**config.mk**
```make
export PLATFORM = sky130hd
export DESIGN_NAME = elevator_controller
export DESIGN_NICKNAME = d
export VERILOG_FILES = /design/src/rtl/elevator_pkg.sv /design/src/rtl/elevator_timer.sv /design/src/rtl/elevator_controller.sv
export SDC_FILE = /design/constraint.sdc
export NUM_CORES = 1
export LEC_CHECK = 0
export CAP_MARGIN = 10
export CORE_ASPECT_RATIO = 0.7
export CORE_UTILIZATION = 52
export CTS_CLUSTER_DIAMETER = 120
export CTS_CLUSTER_SIZE = 24
export DETAILED_ROUTE_END_ITERATION = 7
export GPL_TIMING_DRIVEN = 0
export PLACE_DENSITY = 0.74
export SLEW_MARGIN = 20
export SYNTH_ARGS = -nofsm -noshare
export SYNTH_HDL_FRONTEND = slang
export SYNTH_SLANG_ARGS = --single-unit
```
**constraint.sdc**
```tcl
create_clock -name clock -period 3.4 [get_ports clock]
set_clock_uncertainty 0.05 [all_clocks]
set_input_delay 0.85 -clock clock [delete_from_list [all_inputs] [get_ports clock]]
set_output_delay 0.85 -clock clock [all_outputs]
set_load 0.02 [all_outputs]
```
**src/rtl/elevator_pkg.sv**
```systemverilog
// Shared state encoding and default sizing for the elevator car controller.
package elevator_pkg;

    typedef enum logic [1:0] {
        IDLE      = 2'd0,
        MOVE_UP   = 2'd1,
        MOVE_DOWN = 2'd2,
        DOOR_OPEN = 2'd3
    } state_e;

    localparam int N_FLOORS_DEF      = 4;
    localparam int FLOOR_W_DEF       = 2;
    localparam int TRAVEL_CYCLES_DEF = 8;
    localparam int DOOR_CYCLES_DEF   = 16;

    // Interval counter width; covers both travel and door intervals.
    localparam int CNT_W = 8;

endpackage

```
**src/rtl/elevator_timer.sv**
```systemverilog
// Interval counter shared by floor travel and door hold times.
module elevator_timer
    import elevator_pkg::*;
(
    input  logic             clock,
    input  logic             reset,
    input  logic             start,
    input  logic             restart,
    input  logic [CNT_W-1:0] limit,
    output logic             done
);

    logic [CNT_W-1:0] count_q;
    logic [CNT_W-1:0] count_d;
    logic             run_q;
    logic             run_d;

    assign done = run_q && (count_q == limit);

    // done stops the counter unless the owner reloads it on the same edge
    always_comb begin
        count_d = count_q;
        run_d   = run_q;
        if (start || restart) begin
            count_d = '0;
            run_d   = 1'b1;
        end else if (done) begin
            count_d = '0;
            run_d   = 1'b0;
        end else if (run_q) begin
            count_d = count_q + 1'b1;
        end
    end

    always_ff @(posedge clock) begin
        if (reset) begin
            count_q <= '0;
            run_q   <= 1'b0;
        end else begin
            count_q <= count_d;
            run_q   <= run_d;
        end
    end

endmodule

```
**src/rtl/elevator_controller.sv**
```systemverilog
// SCAN car-motion controller: moves floor by floor, opens the door at
// requested floors and pulses clr back to the served request cell.
module elevator_controller
    import elevator_pkg::*;
#(
    parameter int N_FLOORS      = N_FLOORS_DEF,
    parameter int FLOOR_W       = FLOOR_W_DEF,
    parameter int TRAVEL_CYCLES = TRAVEL_CYCLES_DEF,
    parameter int DOOR_CYCLES   = DOOR_CYCLES_DEF
) (
    input  logic                clock,
    input  logic                reset,
    input  logic [N_FLOORS-1:0] req,
    output logic [N_FLOORS-1:0] clr,
    output logic [FLOOR_W-1:0]  floor,
    output logic                moving_up,
    output logic                moving_down,
    output logic                door_open,
    output logic                dir_up
);

    localparam logic [N_FLOORS-1:0] ONE        = N_FLOORS'(1);
    localparam logic [FLOOR_W-1:0]  TOP        = FLOOR_W'(N_FLOORS - 1);
    localparam logic [CNT_W-1:0]    TRAVEL_LIM = CNT_W'(TRAVEL_CYCLES - 1);
    localparam logic [CNT_W-1:0]    DOOR_LIM   = CNT_W'(DOOR_CYCLES - 1);

    state_e              state_q;
    state_e              state_d;
    logic [FLOOR_W-1:0]  floor_q;
    logic [FLOOR_W-1:0]  floor_d;
    logic                dir_up_q;
    logic                dir_up_d;
    logic [N_FLOORS-1:0] clr_q;
    logic [N_FLOORS-1:0] clr_d;
    logic                moving_up_q;
    logic                moving_up_d;
    logic                moving_down_q;
    logic                moving_down_d;
    logic                door_open_q;
    logic                door_open_d;

    logic [FLOOR_W-1:0]  nf;
    logic                here;
    logic                above;
    logic                below;
    logic                here_n;
    logic                above_n;
    logic                below_n;
    logic                go_up;
    logic                go_down;

    logic                tmr_start;
    logic                tmr_restart;
    logic                tmr_done;
    logic [CNT_W-1:0]    tmr_limit;

    // nf is the floor the car reaches when the current step completes
    always_comb begin
        nf = floor_q;
        if (state_q == MOVE_UP && floor_q != TOP) begin
            nf = floor_q + 1'b1;
        end else if (state_q == MOVE_DOWN && floor_q != '0) begin
            nf = floor_q - 1'b1;
        end
        here    = req[floor_q];
        here_n  = req[nf];
        above   = 1'b0;
        below   = 1'b0;
        above_n = 1'b0;
        below_n = 1'b0;
        for (int i = 0; i < N_FLOORS; i++) begin
            if (FLOOR_W'(i) > floor_q) above   = above   | req[i];
            if (FLOOR_W'(i) < floor_q) below   = below   | req[i];
            if (FLOOR_W'(i) > nf)      above_n = above_n | req[i];
            if (FLOOR_W'(i) < nf)      below_n = below_n | req[i];
        end
    end

    // Keep the current direction while it still has work.
    assign go_up   = above && (dir_up_q || !below);
    assign go_down = below && !go_up;

    assign tmr_limit = (state_q == DOOR_OPEN) ? DOOR_LIM : TRAVEL_LIM;

    elevator_timer u_timer (
        .clock   (clock),
        .reset   (reset),
        .start   (tmr_start),
        .restart (tmr_restart),
        .limit   (tmr_limit),
        .done    (tmr_done)
    );

    always_comb begin
        state_d     = state_q;
        floor_d     = floor_q;
        dir_up_d    = dir_up_q;
        clr_d       = '0;
        tmr_start   = 1'b0;
        tmr_restart = 1'b0;
        unique case (state_q)
            IDLE: begin
                if (here) begin
                    state_d   = DOOR_OPEN;
                    clr_d     = ONE << floor_q;
                    tmr_start = 1'b1;
                end else if (go_up) begin
                    state_d   = MOVE_UP;
                    dir_up_d  = 1'b1;
                    tmr_start = 1'b1;
                end else if (go_down) begin
                    state_d   = MOVE_DOWN;
                    dir_up_d  = 1'b0;
                    tmr_start = 1'b1;
                end
            end
            MOVE_UP, MOVE_DOWN: begin
                if (tmr_done) begin
                    floor_d = nf;
                    if (here_n) begin
                        state_d   = DOOR_OPEN;
                        clr_d     = ONE << nf;
                        tmr_start = 1'b1;
                    end else if ((state_q == MOVE_UP) ? above_n : below_n) begin
                        tmr_start = 1'b1;
                    end else begin
                        state_d = IDLE;
                    end
                end
            end
            DOOR_OPEN: begin
                // clr_q high means req[floor] is still the old request
                if (here && clr_q == '0) begin
                    tmr_restart = 1'b1;
                    clr_d       = ONE << floor_q;
                end else if (tmr_done) begin
                    if (go_up) begin
                        state_d   = MOVE_UP;
                        dir_up_d  = 1'b1;
                        tmr_start = 1'b1;
                    end else if (go_down) begin
                        state_d   = MOVE_DOWN;
                        dir_up_d  = 1'b0;
                        tmr_start = 1'b1;
                    end else begin
                        state_d = IDLE;
                    end
                end
            end
        endcase
        moving_up_d   = (state_d == MOVE_UP);
        moving_down_d = (state_d == MOVE_DOWN);
        door_open_d   = (state_d == DOOR_OPEN);
    end

    always_ff @(posedge clock) begin
        if (reset) begin
            state_q       <= IDLE;
            floor_q       <= '0;
            dir_up_q      <= 1'b1;
            clr_q         <= '0;
            moving_up_q   <= 1'b0;
            moving_down_q <= 1'b0;
            door_open_q   <= 1'b0;
        end else begin
            state_q       <= state_d;
            floor_q       <= floor_d;
            dir_up_q      <= dir_up_d;
            clr_q         <= clr_d;
            moving_up_q   <= moving_up_d;
            moving_down_q <= moving_down_d;
            door_open_q   <= door_open_d;
        end
    end

    assign clr         = clr_q;
    assign floor       = floor_q;
    assign moving_up   = moving_up_q;
    assign moving_down = moving_down_q;
    assign door_open   = door_open_q;
    assign dir_up      = dir_up_q;

endmodule
```
==> metrics <==
DR iter-0 viols=129; met1 wire length=1899 um; max-cap viol count=0; VDD IR max=0.4766 mV; PD cells=542.8 mW/mm^2; Final Hold Vio Count=0; Critical Path Sink Type=flop; Die H=48.12 um; share of cells above drive strength 1=8.411%; vias in the first global route=~1300; Antenna Cells=0; RSZ-0062 raised after global routing=false; TritonCTS clock tree=built; setup TNS=0 ns; measured slew at the worst slew-check pin=0.6676 ns; number of port buffers=15; worst path required time=3.54 ns; met3 wire length=317 um; nets@finish=232; slowest stage delay, CP=0.67 ns; Max transition margin=55.09%; clk sinks=21; WP data arrival=3.36 ns; Die Wd=~68 um; Max Slew Vio Count=0; register area share after synthesis=26.60%; fmax=310.8 MHz; Avg Cell Area, Syn=8.104 sq um; Routed Wire Length=just under 4000 um; Overflow after GRT=0; Netlist Area Pre-Place=0.001580 sq mm; Cell Rows=16; DR vias/cell=6.312; largest net degree at the start of global routing=12; routed len/inst=15.88 um; post-placement worst setup slack=-0.05734 ns; PnR worst setup slack=0.1828 ns; Async S/R FF share, synth=0%; GRT Util Overall=26.32%; DRT Pass-1 Iters=4; EDFF count, synth=0; Non-Filler Instances=250; Yosys top cell area share=26.60%; wire length on met2=roughly 1700 um; Yosys top cell by area=dfxtp_1; cts hold-fix bufs=0; clk slew on worst S/H paths=0.07 ns; post-synthesis cell count=195; CP max FO=9; initial antenna violation count=0; status=finished clean; H-tree Lvls=1; number of fill cells in the layout=between 200 and 250; YS warnings=0; residual DRC count=0; #FFs+latches synth=21; Min Hold Slack=roughly 0.49 ns; fin crit share=between 90% and 100%; dpl cells=246; syn_nets=212; DP HPWL=3138 um; Area Growth Syn to Fin=16.39%; DIE AREA=0.003267 sq mm; Yosys cell types=51; vias=1578; worst path cell trace=clkdlybuf4s50_1 > mux4_2 > a2111oi_4 > a21oi_1 > o221ai_1 > o31a_2 > and3_1 > nor3b_2; startpoint types=input port; critical path type=in -> reg; clock root buffer=clkbuf_8; CORE AREA=0.002843 sq mm; Antenna Nets Post-Route=0; Crit-path slowest cell=mux4_2; Tmin final=3.217 ns; highest routed layer=met4; Max Buffers Root-to-Sink=2; Clk Latency, worst-skew pair=0.26 ns; GPL Wtd Cong=~0.98; first-pass GRT wire length=about 6300 um; ys flop type=dfxtp_1; Finished Core Util=64.70%; Leakage=0.6355 nW; TritonCTS Buffers=3; Synth area leaders=dfxtp_1 (27%), ha_1 (8.7%), nor2_1 (6.4%); worst hold-check path type=reg -> reg; final setup vio count=0; Initial Util=55.59%; Top-Level Pins=16
-- routing by layer --
layer | global-route usage [%] | vias to the layer above
li1 | - | 760
met1 | 37.43 | 745
met2 | 40.00 | 69
met3 | 7.243 | 4
met4 | 5.417 | 0
met5 | 0 | -
-- path summary, 6_finish.rpt --
kind / from / endpoint / slack (ns) / cells past startpoint
max: req[3] / moving_down / 0.18 / 8
min: u_timer.count_q[7] / u_timer.count_q[7] / 0.49 / 2
max reg2reg: floor[1] / moving_up / 0.33 / 10
min reg2reg: u_timer.count_q[7] / u_timer.count_q[7] / 0.49 / 2
-- kinds of logic after synthesis --
| kind of cell | after synthesis | synth area share, % |
|---|---|---|
| AOI/OAI and AO/OA | 54 | 26.13 |
| adders and majority gates | 11 | 8.709 |
| and+or+nand+nor | 76 | 24.55 |
| muxes | 2 | 2.059 |
| xor gates and xnor gates | 11 | 6.096 |
| buffers and inverters | 20 | 5.859 |
| DFF | 21 | 26.60 |
-- repair_timing --
item / 4_1_cts / 5_1_grt
endpoints found under the setup margin: 4 / 5
gates resized for setup: 1 / 3
setup buffers: 0 / 0
-- layout make-up --
cell class	instances	area [sq um]	share of cell area (%)
Buffer	9	52.55	2.857
Sequential cell	21	420.4	22.86
Tap cell	36	45.04	2.449
Inverter	11	41.29	2.245
Clock buffer	4	45.04	2.449
Timing Repair Buffer	15	150.1	8.163
Multi-Input combinational cell	154	1085	58.98
-- critical path, delay by kind of cell --
family                 cells  cell delay, ns
multiplexers               1            0.67
AND/OR/NAND/NOR            2            0.31
AO/OA/AOI/OAI              4            0.95
buffers and inverters      1            0.58
-- sequential cells by signal (all words and copies together), names as in the netlist --
register and flops:
floor 2, state_q 2, dir_up 1, clr 4
u_timer.run_q 1, moving_up 1, moving_down 1, door_open 1
u_timer.count_q 8
-- cell usage after synthesis, types with 3 or more instances --
cell      number
xor2_1         5
o221ai_1       4
o21ai_0        7
clkbuf_1       5
or3_1          3
xnor2_1        6
a21oi_1       11
ha_1          11
nand2_1       13
inv_1         11
a31oi_1        5
nand3_1        6
nor2_1        27
nand4_1        5
o211ai_1       5
dfxtp_1       21
and3_1         3
nor3_1         3
-- power by group --
part	internal [W]	switching, W	total, W	leakage, nW
sequential	0.000280	0.0000234	0.000303	0.171
clock	0.0000835	0.0000778	0.000161	0.0228
combinational	0.000205	0.000329	0.000534	0.442
-- cells in the final DEF, fill, tap and decap left out, drive strengths merged, types with 3 or more instances in the layout --
master         netlist  routed
a31oi                5       5
nand3                6       6
nor2                27      27
clkdlybuf4s50        0      15
xnor2                6       6
xor2                 5       5
nand2               13      13
and3                 3       3
nand4                5       5
o221ai               4       4
or3                  3       3
clkbuf               5       9
ha                  11      11
a21oi               12      12
dfxtp               21      21
buf                  4       4
nor3                 4       4
o21ai                8       8
inv                 11      11
o211ai               6       6
-- metrics by stage --
step,area (sq um),power (W)
after floorplan,1580,0.0006902
after global placement,1775,0.0008074
after detailed placement,1775,0.0008208
after CTS,1826,0.0009896
after global routing,1839,0.001070
final,1839,0.0009983
(Power assumes the default switching activity.)
==> RTL change (same settings) <==
The package constant `CNT_W` goes from 8 to 7.
--- a/src/rtl/elevator_pkg.sv
+++ b/src/rtl/elevator_pkg.sv
@@ -16,3 +16,3 @@
     // Interval counter width; covers both travel and door intervals.
-    localparam int CNT_W = 8;
+    localparam int CNT_W = 7;
 
Check against the original RTL: same outputs for any inputs over 10 cycles, from zero or initial values and one cycle with reset high; that may be too few to reach the edited logic, so the function may still have changed.
==> RTL change against the unedited design <==
Combinational power is 41% lower; routed wire length is 7.7% lower; synthesized area is 3.8% lower; final area is 3.7% lower; sequential cell count is 1 lower; setup slack better by 0.063 ns; total power is 23% lower; largest power group unchanged; highest routed layer unchanged.
==> RTL change: results (changes against the unedited design) <==
| Metric | Value |
|---|---|
| CTS H-Tree Depth | `1 (unchanged)` |
| Crit path max fanout | `9 (unchanged)` |
| Root buf cell | `clkbuf_8` |
| Post-Place Cells | `233 (-5.3%)` |
| Capture point of the worst reg-to-reg path | `moving_down` |
| Clock transition at path regs | `0.07 ns (about the same)` |
| PostCTS Resize Cnt | `0 (-1)` |
| CTS Hold Bufs | `0 (unchanged)` |
| ANT cells | `0 (unchanged)` |
| CP Capture Type | `flop` |
| Total wire length | `3670 µm (-7.7%)` |
| Register area share after synthesis | `0.263 (-0.00266)` |
| R2R cell count | `9 (-1)` |
| Cells after Synth | `182 (-6.7%)` |
| Fill cell count | `233 (-2.1%)` |
| Top post-synthesis cells by area | `dfxtp_1 26%, ha_1 9.1%, nor2_1 4.7%` |
| Final net count | `219 (-5.6%)` |
| Distinct cells, synth | `55 (+7.8%)` |
| Leak | `0.651 nW (+2.5%)` |
| Hold Path Origin | `dir_up` |
| Worst R2R Setup Slack | `0.25 ns (-0.08 ns)` |
| Pin count of the biggest net entering global routing | `12 (unchanged)` |
| VDD IR max | `0.000396 V (-17%)` |
| Setup Fix Bufs, Post-CTS | `0 (unchanged)` |
| Mapped Nets | `199 (-6.1%)` |
| Internal power | `0.493 mW (-13%)` |
| Clk pwr share | `0.228 (+0.066)` |
| Initial antenna violation count | `0 (unchanged)` |
| Critical Path Start | `floor[0]` |
| DR iter-0 viols | `109 (-16%)` |
| Top power group | `combinational logic` |
| Clk_lat worst skew | `0.25 ns` |
| Status | `complete, no violations` |
| Share of cells above drive strength 1 | `0.0945 (+0.0104)` |
| WL per Instance | `15.5 µm (-2.6%)` |
| Largest Register | `u_timer.count_q` |
| Slew margin rel. | `0.647 (+0.0958)` |
| Final RePlAce weighted congestion | `0.952 (-2.6%)` |
| Vias in the first global route | `1186 (-12%)` |
| TritonRoute pass-1 iters | `4 (unchanged)` |
| Via count | `1426 (-9.6%)` |
| Total track usage | `0.253 (-0.00975)` |
| Hold path cells | `1 (-1)` |
| HP Class | `reg2reg` |
| IO Port Bufs | `15 (unchanged)` |
| FFs w/ async S/R, synth | `0 (unchanged)` |
| Comb. pwr | `0.315 mW (-41%)` |
| Worst EP arrival | `3.29 ns (-0.07 ns)` |
| Synth top cells by count | `20 x dfxtp_1, 19 x nor2_1, 14 x nand2_1` |
| Endpoints failing setup | `0 (unchanged)` |
| Total CTS buffers | `3 (unchanged)` |
| YS warnings | `0 (unchanged)` |
| Largest register FFs | `7 (-1)` |
| Most used DFF post-synth | `dfxtp_1` |
| First-pass GRT wire length | `5840 µm (-7.1%)` |
| DP HPWL | `2870 µm (-8.4%)` |
| Clock Path Buffers | `2 (unchanged)` |
RTL change: cells by family after synthesis:
family,synth area share
adders and majority gates,0.0905
buffers and inverters,0.0444
AOI/OAI and AO/OA,0.216
DFF,0.263
xor gates and xnor gates,0.0519
muxes,0.0379
and+or+nand+nor,0.295
RTL change: layout make-up:
type	count	area, µm²	area share
tap	36	45.0	0.0254
clock buffer	4	55.1	0.0311
inverter	10	37.5	0.0212
buffer	6	30.0	0.0170
sequential	20	400	0.226
timing repair buffer	15	150	0.0848
multi-input combinational	146	1050	0.594
RTL change: worst max-delay path: stages, from the launching register on:
cell and delay [ns]:
dfxtp_1 0.42, buf_6 0.16, inv_1 0.12, ha_1 0.39
or4b_4 0.60, nand3_2 0.17, mux2i_2 0.49, a221oi_1 0.18
a21oi_1 0.31, nor3b_2 0.21
RTL change: stage by stage:
stage	utilization	hold slack, ns	worst slack (ns)	total power, mW	cell area, µm²
2_1_floorplan	-	0.435	0.642	0.505	1520
3_3_place_gp	0.616	0.453	0.0829	0.582	1720
3_5_place_dp	0.616	0.458	0.0180	0.590	1720
4_1_cts	0.636	0.479	0.274	0.766	1770
5_1_grt	0.636	0.518	0.121	0.809	1770
6_report	0.636	0.472	0.246	0.766	1770
RTL change: worst min path at each step:
stage | slack, ns | to
2_1_floorplan | 0.44 | u_timer.count_q[6]
3_3_place_gp | 0.45 | u_timer.count_q[1]
3_5_place_dp | 0.46 | dir_up
4_1_cts | 0.48 | dir_up
5_1_grt | 0.52 | dir_up
6_report | 0.47 | dir_up
RTL change: per-layer routing:
layer,part of all wire,GRT usage,up-vias
met5,0,0,-
met4,0.0079,0.0340,0
met3,0.12,0.0631,4
met2,0.41,0.370,71
met1,0.47,0.382,650
li1,-,-,701
